==> src/rtl/mi_tester.sv <==
`default_nettype none
// +------------------------------------------------------------------------+
// | mi_tester: mi-protocol initiator that writes a seeded address pattern  |
// | over a region, reads it back and logs mismatches.                      |
// | Revision: 1.0                                                          |
// +------------------------------------------------------------------------+
module mi_tester #(
  parameter int AW = 20
) (
  input  logic          clk,
  input  logic          rst,
  input  logic          cfg_start,
  input  logic [AW-1:0] cfg_base,
  input  logic [7:0]    cfg_nburst,
  input  logic [6:0]    cfg_len,
  input  logic [31:0]   cfg_seed,
  output logic [AW-1:0] mi_addr,
  output logic [6:0]    mi_len,
  output logic          mi_rw,
  output logic          mi_valid,
  input  logic          mi_ready,
  output logic [31:0]   mi_wdata,
  input  logic          mi_wack,
  input  logic          mi_wlast,
  input  logic [31:0]   mi_rdata,
  input  logic          mi_rstb,
  input  logic          mi_rlast,
  output logic          busy,
  output logic          done,
  output logic [15:0]   err_cnt,
  output logic [AW-1:0] err_addr,
  output logic [31:0]   err_data
);

  typedef enum logic [2:0] {
    S_IDLE    = 3'd0,
    S_WR_CMD  = 3'd1,
    S_WR_DATA = 3'd2,
    S_RD_CMD  = 3'd3,
    S_RD_DATA = 3'd4,
    S_DONE    = 3'd5
  } state_t;

  state_t        state_q, state_d;
  logic [AW-1:0] base_q, base_d;
  logic [7:0]    nburst_q, nburst_d;
  logic [6:0]    len_q, len_d;
  logic [31:0]   seed_q, seed_d;
  logic [7:0]    burst_cnt_q, burst_cnt_d;
  logic [AW-1:0] burst_addr_q, burst_addr_d;
  logic [AW-1:0] waddr_q, waddr_d;
  logic [AW-1:0] raddr_q, raddr_d;
  logic [15:0]   err_cnt_q, err_cnt_d;
  logic [AW-1:0] err_addr_q, err_addr_d;
  logic [31:0]   err_data_q, err_data_d;

  logic [AW-1:0] w_step;
  logic [31:0]   w_rexp;

  assign w_step   = AW'({1'b0, len_q} + 8'd1);
  assign w_rexp   = seed_q + 32'(raddr_q);

  assign mi_valid = (state_q == S_WR_CMD) || (state_q == S_RD_CMD);
  assign mi_rw    = (state_q == S_RD_CMD);
  assign mi_addr  = burst_addr_q;
  assign mi_len   = len_q;
  assign mi_wdata = (state_q == S_WR_DATA) ? (seed_q + 32'(waddr_q)) : 32'd0;
  assign busy     = (state_q != S_IDLE);
  assign done     = (state_q == S_DONE);
  assign err_cnt  = err_cnt_q;
  assign err_addr = err_addr_q;
  assign err_data = err_data_q;

  always_comb begin
    state_d      = state_q;
    base_d       = base_q;
    nburst_d     = nburst_q;
    len_d        = len_q;
    seed_d       = seed_q;
    burst_cnt_d  = burst_cnt_q;
    burst_addr_d = burst_addr_q;
    waddr_d      = waddr_q;
    raddr_d      = raddr_q;
    err_cnt_d    = err_cnt_q;
    err_addr_d   = err_addr_q;
    err_data_d   = err_data_q;

    case (state_q)
      S_IDLE: begin
        if (cfg_start) begin
          base_d       = cfg_base;
          nburst_d     = cfg_nburst;
          len_d        = cfg_len;
          seed_d       = cfg_seed;
          burst_cnt_d  = cfg_nburst;
          burst_addr_d = cfg_base;
          err_cnt_d    = 16'd0;
          err_addr_d   = '0;
          err_data_d   = 32'd0;
          state_d      = S_WR_CMD;
        end
      end
      S_WR_CMD: begin
        if (mi_ready) begin
          waddr_d = burst_addr_q;
          state_d = S_WR_DATA;
        end
      end
      S_WR_DATA: begin
        if (mi_wack) begin
          waddr_d = waddr_q + AW'(1);
          if (mi_wlast) begin
            if (burst_cnt_q == 8'd0) begin
              // Read-back pass restarts from the first burst of the region
              burst_cnt_d  = nburst_q;
              burst_addr_d = base_q;
              state_d      = S_RD_CMD;
            end else begin
              burst_cnt_d  = burst_cnt_q - 8'd1;
              burst_addr_d = burst_addr_q + w_step;
              state_d      = S_WR_CMD;
            end
          end
        end
      end
      S_RD_CMD: begin
        if (mi_ready) begin
          raddr_d = burst_addr_q;
          state_d = S_RD_DATA;
        end
      end
      S_RD_DATA: begin
        if (mi_rstb) begin
          raddr_d = raddr_q + AW'(1);
          if (mi_rdata != w_rexp) begin
            // A zero count means no mismatch has been logged yet this test
            if (err_cnt_q == 16'd0) begin
              err_addr_d = raddr_q;
              err_data_d = mi_rdata;
            end
            if (err_cnt_q != 16'hFFFF) err_cnt_d = err_cnt_q + 16'd1;
          end
          if (mi_rlast) begin
            if (burst_cnt_q == 8'd0) begin
              state_d = S_DONE;
            end else begin
              burst_cnt_d  = burst_cnt_q - 8'd1;
              burst_addr_d = burst_addr_q + w_step;
              state_d      = S_RD_CMD;
            end
          end
        end
      end
      S_DONE:  state_d = S_IDLE;
      default: state_d = S_IDLE;
    endcase
  end

  always_ff @(posedge clk) begin
    if (rst) begin
      state_q      <= S_IDLE;
      base_q       <= '0;
      nburst_q     <= 8'd0;
      len_q        <= 7'd0;
      seed_q       <= 32'd0;
      burst_cnt_q  <= 8'd0;
      burst_addr_q <= '0;
      waddr_q      <= '0;
      raddr_q      <= '0;
      err_cnt_q    <= 16'd0;
      err_addr_q   <= '0;
      err_data_q   <= 32'd0;
    end else begin
      state_q      <= state_d;
      base_q       <= base_d;
      nburst_q     <= nburst_d;
      len_q        <= len_d;
      seed_q       <= seed_d;
      burst_cnt_q  <= burst_cnt_d;
      burst_addr_q <= burst_addr_d;
      waddr_q      <= waddr_d;
      raddr_q      <= raddr_d;
      err_cnt_q    <= err_cnt_d;
      err_addr_q   <= err_addr_d;
      err_data_q   <= err_data_d;
    end
  end

endmodule
`default_nettype wire

==> config.mk <==
export PLATFORM = sky130hd
export DESIGN_NAME = mi_tester
export DESIGN_NICKNAME = d
export VERILOG_FILES = /design/src/rtl/mi_tester.sv
export SDC_FILE = /design/constraint.sdc
export NUM_CORES = 1
export LEC_CHECK = 0
export CAP_MARGIN = 25
export CORE_ASPECT_RATIO = 2
export CORE_MARGIN = 10
export CORE_UTILIZATION = 30
export DETAILED_ROUTE_END_ITERATION = 6
export PLACE_DENSITY = 0.6
export REMOVE_ABC_BUFFERS = 1
export SYNTH_ARGS = -nofsm -noshare
export SYNTH_HDL_FRONTEND = slang
export SYNTH_SLANG_ARGS = --single-unit
==> constraint.sdc <==
create_clock -name clk -period 3.72 [get_ports clk]
set_clock_uncertainty 0.1 [all_clocks]
set_input_delay 0.558 -clock clk [delete_from_list [all_inputs] [get_ports clk]]
set_output_delay 0.558 -clock clk [all_outputs]
set_load 0.02 [all_outputs]
==> flow_metrics.py <==
metrics = {
    "routing": {
        "postRouteAntennaNets": 0,
        "via_per_inst": 5.531,
        "wl_mm": 58.59,
        "dr_total_vias": 15030,
        "detail_route.wl_per_cell_um": 21.56,
        "firstDrtPassIters": 7,
        "drc_errors": 0,
        "first_iter_violations": 1080,
    },
    "finish": {
        "fin_area_um2": 19340,
        "fill_cells": 4309,
        "drive_above_1_share": 0.2208,
        "final_common_cell": "nand2_1",
        "final_cell_mix": "242 x nand2_1, 222 x buf_4, 212 x clkdlybuf4s50_1, 207 x a21oi_1, 195 x dfxtp_1",
        "finish.utilization": 0.4529,
        "nets": 2315,
        "syn_to_final_growth_pct": 48.97,
    },
    "setup_path": {
        "start_kind": "flop",
        "crit_path_frequent_cell": "buf_4",
        "cp_cell_sequence": "ha_4, fa_2, a211oi_2, o21ai_1, a31oi_1, buf_4, o211ai_1, nand3_1, nand4_1, a41oi_2, buf_6, nor2b_1, xnor2_1, nor2_1, buf_4",
        "arrival_ps": 3360,
        "cpMaxStageDelayCell": "dfxtp_4",
        "critical_path_class": "reg2out",
        "slowest_delay_ps": 370,
        "crit_fanout": 10,
        "crit_required_ps": 3060,
        "end_kind": "output port",
    },
    "flow_run": {
        "drv_cap": 0,
    },
    "grt": {
        "use_met1": 0.2022,
        "grt_util_all_layers": 0.2026,
        "grt_pass1_wl_mm": 85.80,
        "grtUsageMet3": 0.03099,
        "grt-busiest-layer": "met2",
        "grtUsageMet2": 0.3870,
        "grt_overflow": 0,
        "grt_pass1_vias": 14770,
        "grt_max_degree": 153,
        "antenna_found_initial": 4,
    },
    "die": {
        "start_util": 0.3040,
        "io_pins": 238,
        "die_w_um": 167.1,
        "core.rowCount": 107,
        "coreArea_um2": 42710,
        "die_area_um2": 52510,
        "die_height_um": 314.2,
    },
    "logic_synthesis": {
        "ys.warnings.count": 0,
        "async_reset_ff_frac": 0,
        "synth_edf_count": 0,
        "synth_seq_area_share": 0.3176,
        "synth_cell_type_count": 74,
        "synth-main-ff-cell": "dfxtp_1",
        "synthesis.area_um2": 12980,
        "avgSynthCellArea_um2": 7.323,
        "syn_inst": 1773,
        "ys_seq_elements": 206,
    },
    "clock_network": {
        "cts-buffers-inserted": 22,
        "hold_buffers": 0,
        "clock_sinks": 206,
        "clkLatencyLatePin_ps": 540,
        "clock_path_buffers": 3,
        "htreeDepth": 1,
        "cts_tree": "yes",
        "cts_root_buffer": "clkbuf_16",
        "path_clk_slew_ps": 70,
    },
    "outcome": {
        "status": "finished, violations left",
        "violations": "setup timing",
    },
    "timing": {
        "finalSetupViolations": 83,
        "rsz0062_at_grt": "yes",
        "slew_viol_final": 0,
        "finalCritPeriodShare": 1.080,
        "slew_headroom": 0.3190,
        "hold_ws_ps": 337.0,
        "timing.final.hold_violations": 0,
        "fmax_mhz": 248.8,
        "worstMarginPinSlew_ps": 1021,
        "setup_ws_ps": -298.9,
        "min_period_ps": 4019,
    },
    "placement": {
        "dp_slack_ps": -645.8,
        "dpl_cell_area_um2": 17200,
        "gp_congestion": 0.9033,
        "portBuffers": 237,
        "hpwl_mm": 41.74,
    },
    "power_and_ir_drop": {
        "power_density_nw_per_um2": 320.1,
        "ir_drop_v": 0.0002469,
        "p_leak_nw": 7.190,
    },
    "hold_path": {
        "hp-class": "in2reg",
    },
}
[cell usage after synthesis, types with 26 or more instances]
cell / n / area, µm²
xor2_1: 28 / 245.2
dfxtp_1: 206 / 4124
a211oi_1: 28 / 210.2
nand2_1: 244 / 915.9
a21oi_1: 224 / 1121
nor3_1: 38 / 190.2
xnor2_1: 38 / 332.8
nand4_1: 71 / 444.2
and3_1: 37 / 231.5
nand3_1: 38 / 190.2
ha_1: 52 / 650.6
o211ai_1: 34 / 255.2
nor2_1: 156 / 585.6
inv_1: 26 / 97.59
o21ai_0: 161 / 805.8
clkbuf_1: 105 / 394.1
[power breakdown]
group	switching, mW	internal [mW]
logic	0.790	0.602
registers	0.123	2.31
clock network	1.02	1.35
total	1.93	4.26
[timing repair]
action	in CTS	in global routing
pin swaps	32	157
setup buffers	13	19
setup endpoints to repair	94	91
cloned	5	9
resized for setup	144	209
[stage by stage]
step,power [mW],instances,TNS [ps]
floorplan,3.098,1642,-223450
global placement,3.763,2631,-44940
detailed placement,3.786,2631,-47760
CTS,6.203,2688,-22610
global route,6.453,2717,-26640
finish,6.192,2717,-16570
[layer usage]
layer  part of all wire  up-vias
met1               0.35     7179
met4              0.063        2
li1                   -     7255
met5            0.00020        -
met3              0.048      141
met2               0.54      450
[area by class of cell]
class	count	area, µm²	share of cell area
Antenna cell	3	7.507	0.0003881
Clock buffer	28	633.1	0.03273
Clock inverter	12	135.1	0.006986
Inverter	27	101.3	0.005240
Multi-Input combinational cell	1410	9061	0.4685
Sequential cell	206	4145	0.2143
Tap cell	545	681.9	0.03525
Timing Repair Buffer	486	4577	0.2366
[sequential cells by signal, indices dropped and copies added (netlist names)]
| name | cells |
|---|---|
| mi_len | 7 |
| waddr_q | 20 |
| err_cnt | 16 |
| base_q | 20 |
| raddr_q | 20 |
| burst_cnt_q | 8 |
| seed_q | 32 |
| mi_addr | 20 |
| state_q | 3 |
| err_addr | 20 |
| nburst_q | 8 |
| err_data | 32 |
[final timing paths]
path / from / endpoint / slack, ps / cells past startpoint
max: seed_q[0]$_SDFFE_PP0P_ / mi_wdata[24] / -300 / 15
max reg2reg: seed_q[0]$_SDFFE_PP0P_ / err_data[10]$_SDFFE_PP0P_ / -250 / 17
min reg2reg: base_q[19]$_SDFFE_PP0P_ / base_q[19]$_SDFFE_PP0P_ / 350 / 2
min: rst / raddr_q[19]$_SDFFE_PP0P_ / 340 / 2
[worst max-delay path, delay by kind of cell, from the launching register on]
family	cells	cell delay, ps
XOR/XNOR	1	150
AO/OA/AOI/OAI	5	880
buffers and inverters	3	460
flip-flops	1	370
AND/OR/NAND/NOR	4	430
adder cells (fa/ha/maj)	2	540
[cells by family after synthesis]
family,count (synthesis),share of synthesized area
compound gates,596,0.2774
xor+xnor,66,0.04452
mux,7,0.005589
fa+ha+maj,55,0.05474
buf+inv,158,0.04712
simple gates,685,0.2530
flops,206,0.3176
(Power assumes the default switching activity.)
==> edit (same flow settings) <==
Change the parameter `AW` from 20 to 40.
--- a/src/rtl/mi_tester.sv
+++ b/src/rtl/mi_tester.sv
@@ -7,3 +7,3 @@
 module mi_tester #(
-  parameter int AW = 20
+  parameter int AW = 40
 ) (
Interface: changed (resized cfg_base, err_addr and mi_addr); port bits go from 238 to 298. No check against the original RTL was run, so the function may have changed too.
==> edit against the unedited design <==
The flow still finishes with violations (setup timing); first-iteration DRC count up 43%; largest power group is now combinational logic; routed wire length up 57%; critical endpoint is now err_addr[18]$_SDFFE_PP0P_; area after synthesis up 48%; combinational power rose to 3.3 times the old value; worst setup slack worse by 0.48 ns; critical path type is now reg -> reg; total power up 90%; design area up 45%; die area up 43%; sequential cell count up 92.
==> edit: results (changes against the unedited design) <==
Gpl congestion: 0.985 (was 0.903)
Final WL: 91800 um (was 58600 um)
Final Setup Violations: 108 (was 83)
CP max stage cell: or4b_4 (was dfxtp_4)
Clk_lat worst skew: 0.62 ns (was 0.54 ns)
Logic pwr share: 0.387 (was 0.225)
Status: finished, violations left (unchanged)
Leakage power: 0.0107 uW (was 0.00719 uW)
First-pass GRT wire length: 135000 um (was 85800 um)
CP Class: reg -> reg (was reg -> out)
Reg2Reg Depth: 20 (was 17)
VDD IR max: 378 uV (was 247 uV)
WL met3: 6090 um (was 2790 um)
Placed Cells: 3899 (was 2631)
Synth async-reset ratio: 0 (unchanged)
Worst-Margin Slew: 1.02 ns (about the same)
Largest net degree at the start of global routing: 88 (was 153)
First drt pass iteration count: 6 (was 7)
Post-synthesis sequential area ratio: 0.311 (was 0.318)
Dpl cell area: 25500 um2 (was 17200 um2)
Failing checks: setup timing (unchanged)
Initial antenna violation count: 5 (was 4)
P_int: 7310 uW (was 4260 uW)
Final hold slack: 0.339 ns (was 0.337 ns)
Fin worst setup slack: -0.784 ns (was -0.299 ns)
Post-DP HPWL: 67500 um (was 41700 um)
NumNets Final: 3382 (was 2315)
Crit path DAT: 4.95 ns (was 3.36 ns)
Top cells by count, synth: 411 x nand2_1, 301 x a21oi_1, 298 x dfxtp_1 (was 244 x nand2_1, 224 x a21oi_1, 206 x dfxtp_1)
Crit path largest cell delay: 0.56 ns (was 0.37 ns)
Yosys cell types: 80 (was 74)
Instance count of the mapped netlist: 2639 (was 1773)
Average wire per standard cell: 22.9 um (was 21.6 um)
PortBufs: 297 (was 237)
Total CTS buffers: 31 (was 22)
Final setup TNS: -72.37 ns (was -16.57 ns)
Global Route Usage Sum: 0.235 (was 0.203)
Final core occ: 0.441 (was 0.453)
Via-to-Cell Ratio: 5.65 (was 5.53)
Vias in the first global route: 22261 (was 14771)
R2R Path End: err_addr[18]$_SDFFE_PP0P_ (was err_data[10]$_SDFFE_PP0P_)
Share of layout cells above drive strength 1: 0.193 (was 0.221)
==> edit: cell types whose count changed after synthesis, moves of 48 or more <==
cell,unedited run,this run
nand2_1,244,411
dfxtp_1,206,298
a21oi_1,224,301
clkbuf_1,105,165
nand3_1,38,93
nor4_1,10,58
==> edit: worst max-delay path: cells and delay by family (launching register included) <==
| family | cells | cell delay, ns |
|---|---|---|
| AO/OA/AOI/OAI | 2 | 0.26 |
| XOR/XNOR | 1 | 0.16 |
| adder cells (fa/ha/maj) | 2 | 0.59 |
| buffers and inverters | 8 | 0.94 |
| flip-flops | 1 | 0.34 |
| AND/OR/NAND/NOR | 7 | 2.03 |
==> edit: per-layer routing <==
metal / track usage / up-vias
li1: - / 10810
met1: 0.250 / 10766
met2: 0.409 / 807
met3: 0.0426 / 233
met4: 0.168 / 2
met5: 0 / -
==> edit: kinds of logic after synthesis <==
logic type | synth area share
simple gates | 0.247
flops | 0.311
xor+xnor | 0.0327
mux | 0.00378
fa+ha+maj | 0.0514
buf+inv | 0.0512
compound gates | 0.303
==> edit: area by class of cell <==
cell class                 count  area share
multi-input combinational   2095       0.462
timing repair buffer         707       0.245
sequential                   298       0.213
tap                          798      0.0356
clock buffer                  43      0.0317
clock inverter                13     0.00624
inverter                      45     0.00611
antenna                        3    0.000267
==> edit: what timing repair did <==
action / CTS / global route
endpoints found under the setup margin: 115 / 113
gates cloned: 17 / 1
gates resized for setup: 237 / 53
pin swaps: 67 / 69
setup buffers: 30 / 10
==> edit: through the flow <==
stage                     worst slack, ns  power, uW
final                              -0.784      11800
after global routing               -0.894      12300
after CTS                          -0.768      11900
after detailed placement            -1.23       8020
after global placement              -1.19       8000
after floorplan                     -4.38       5920
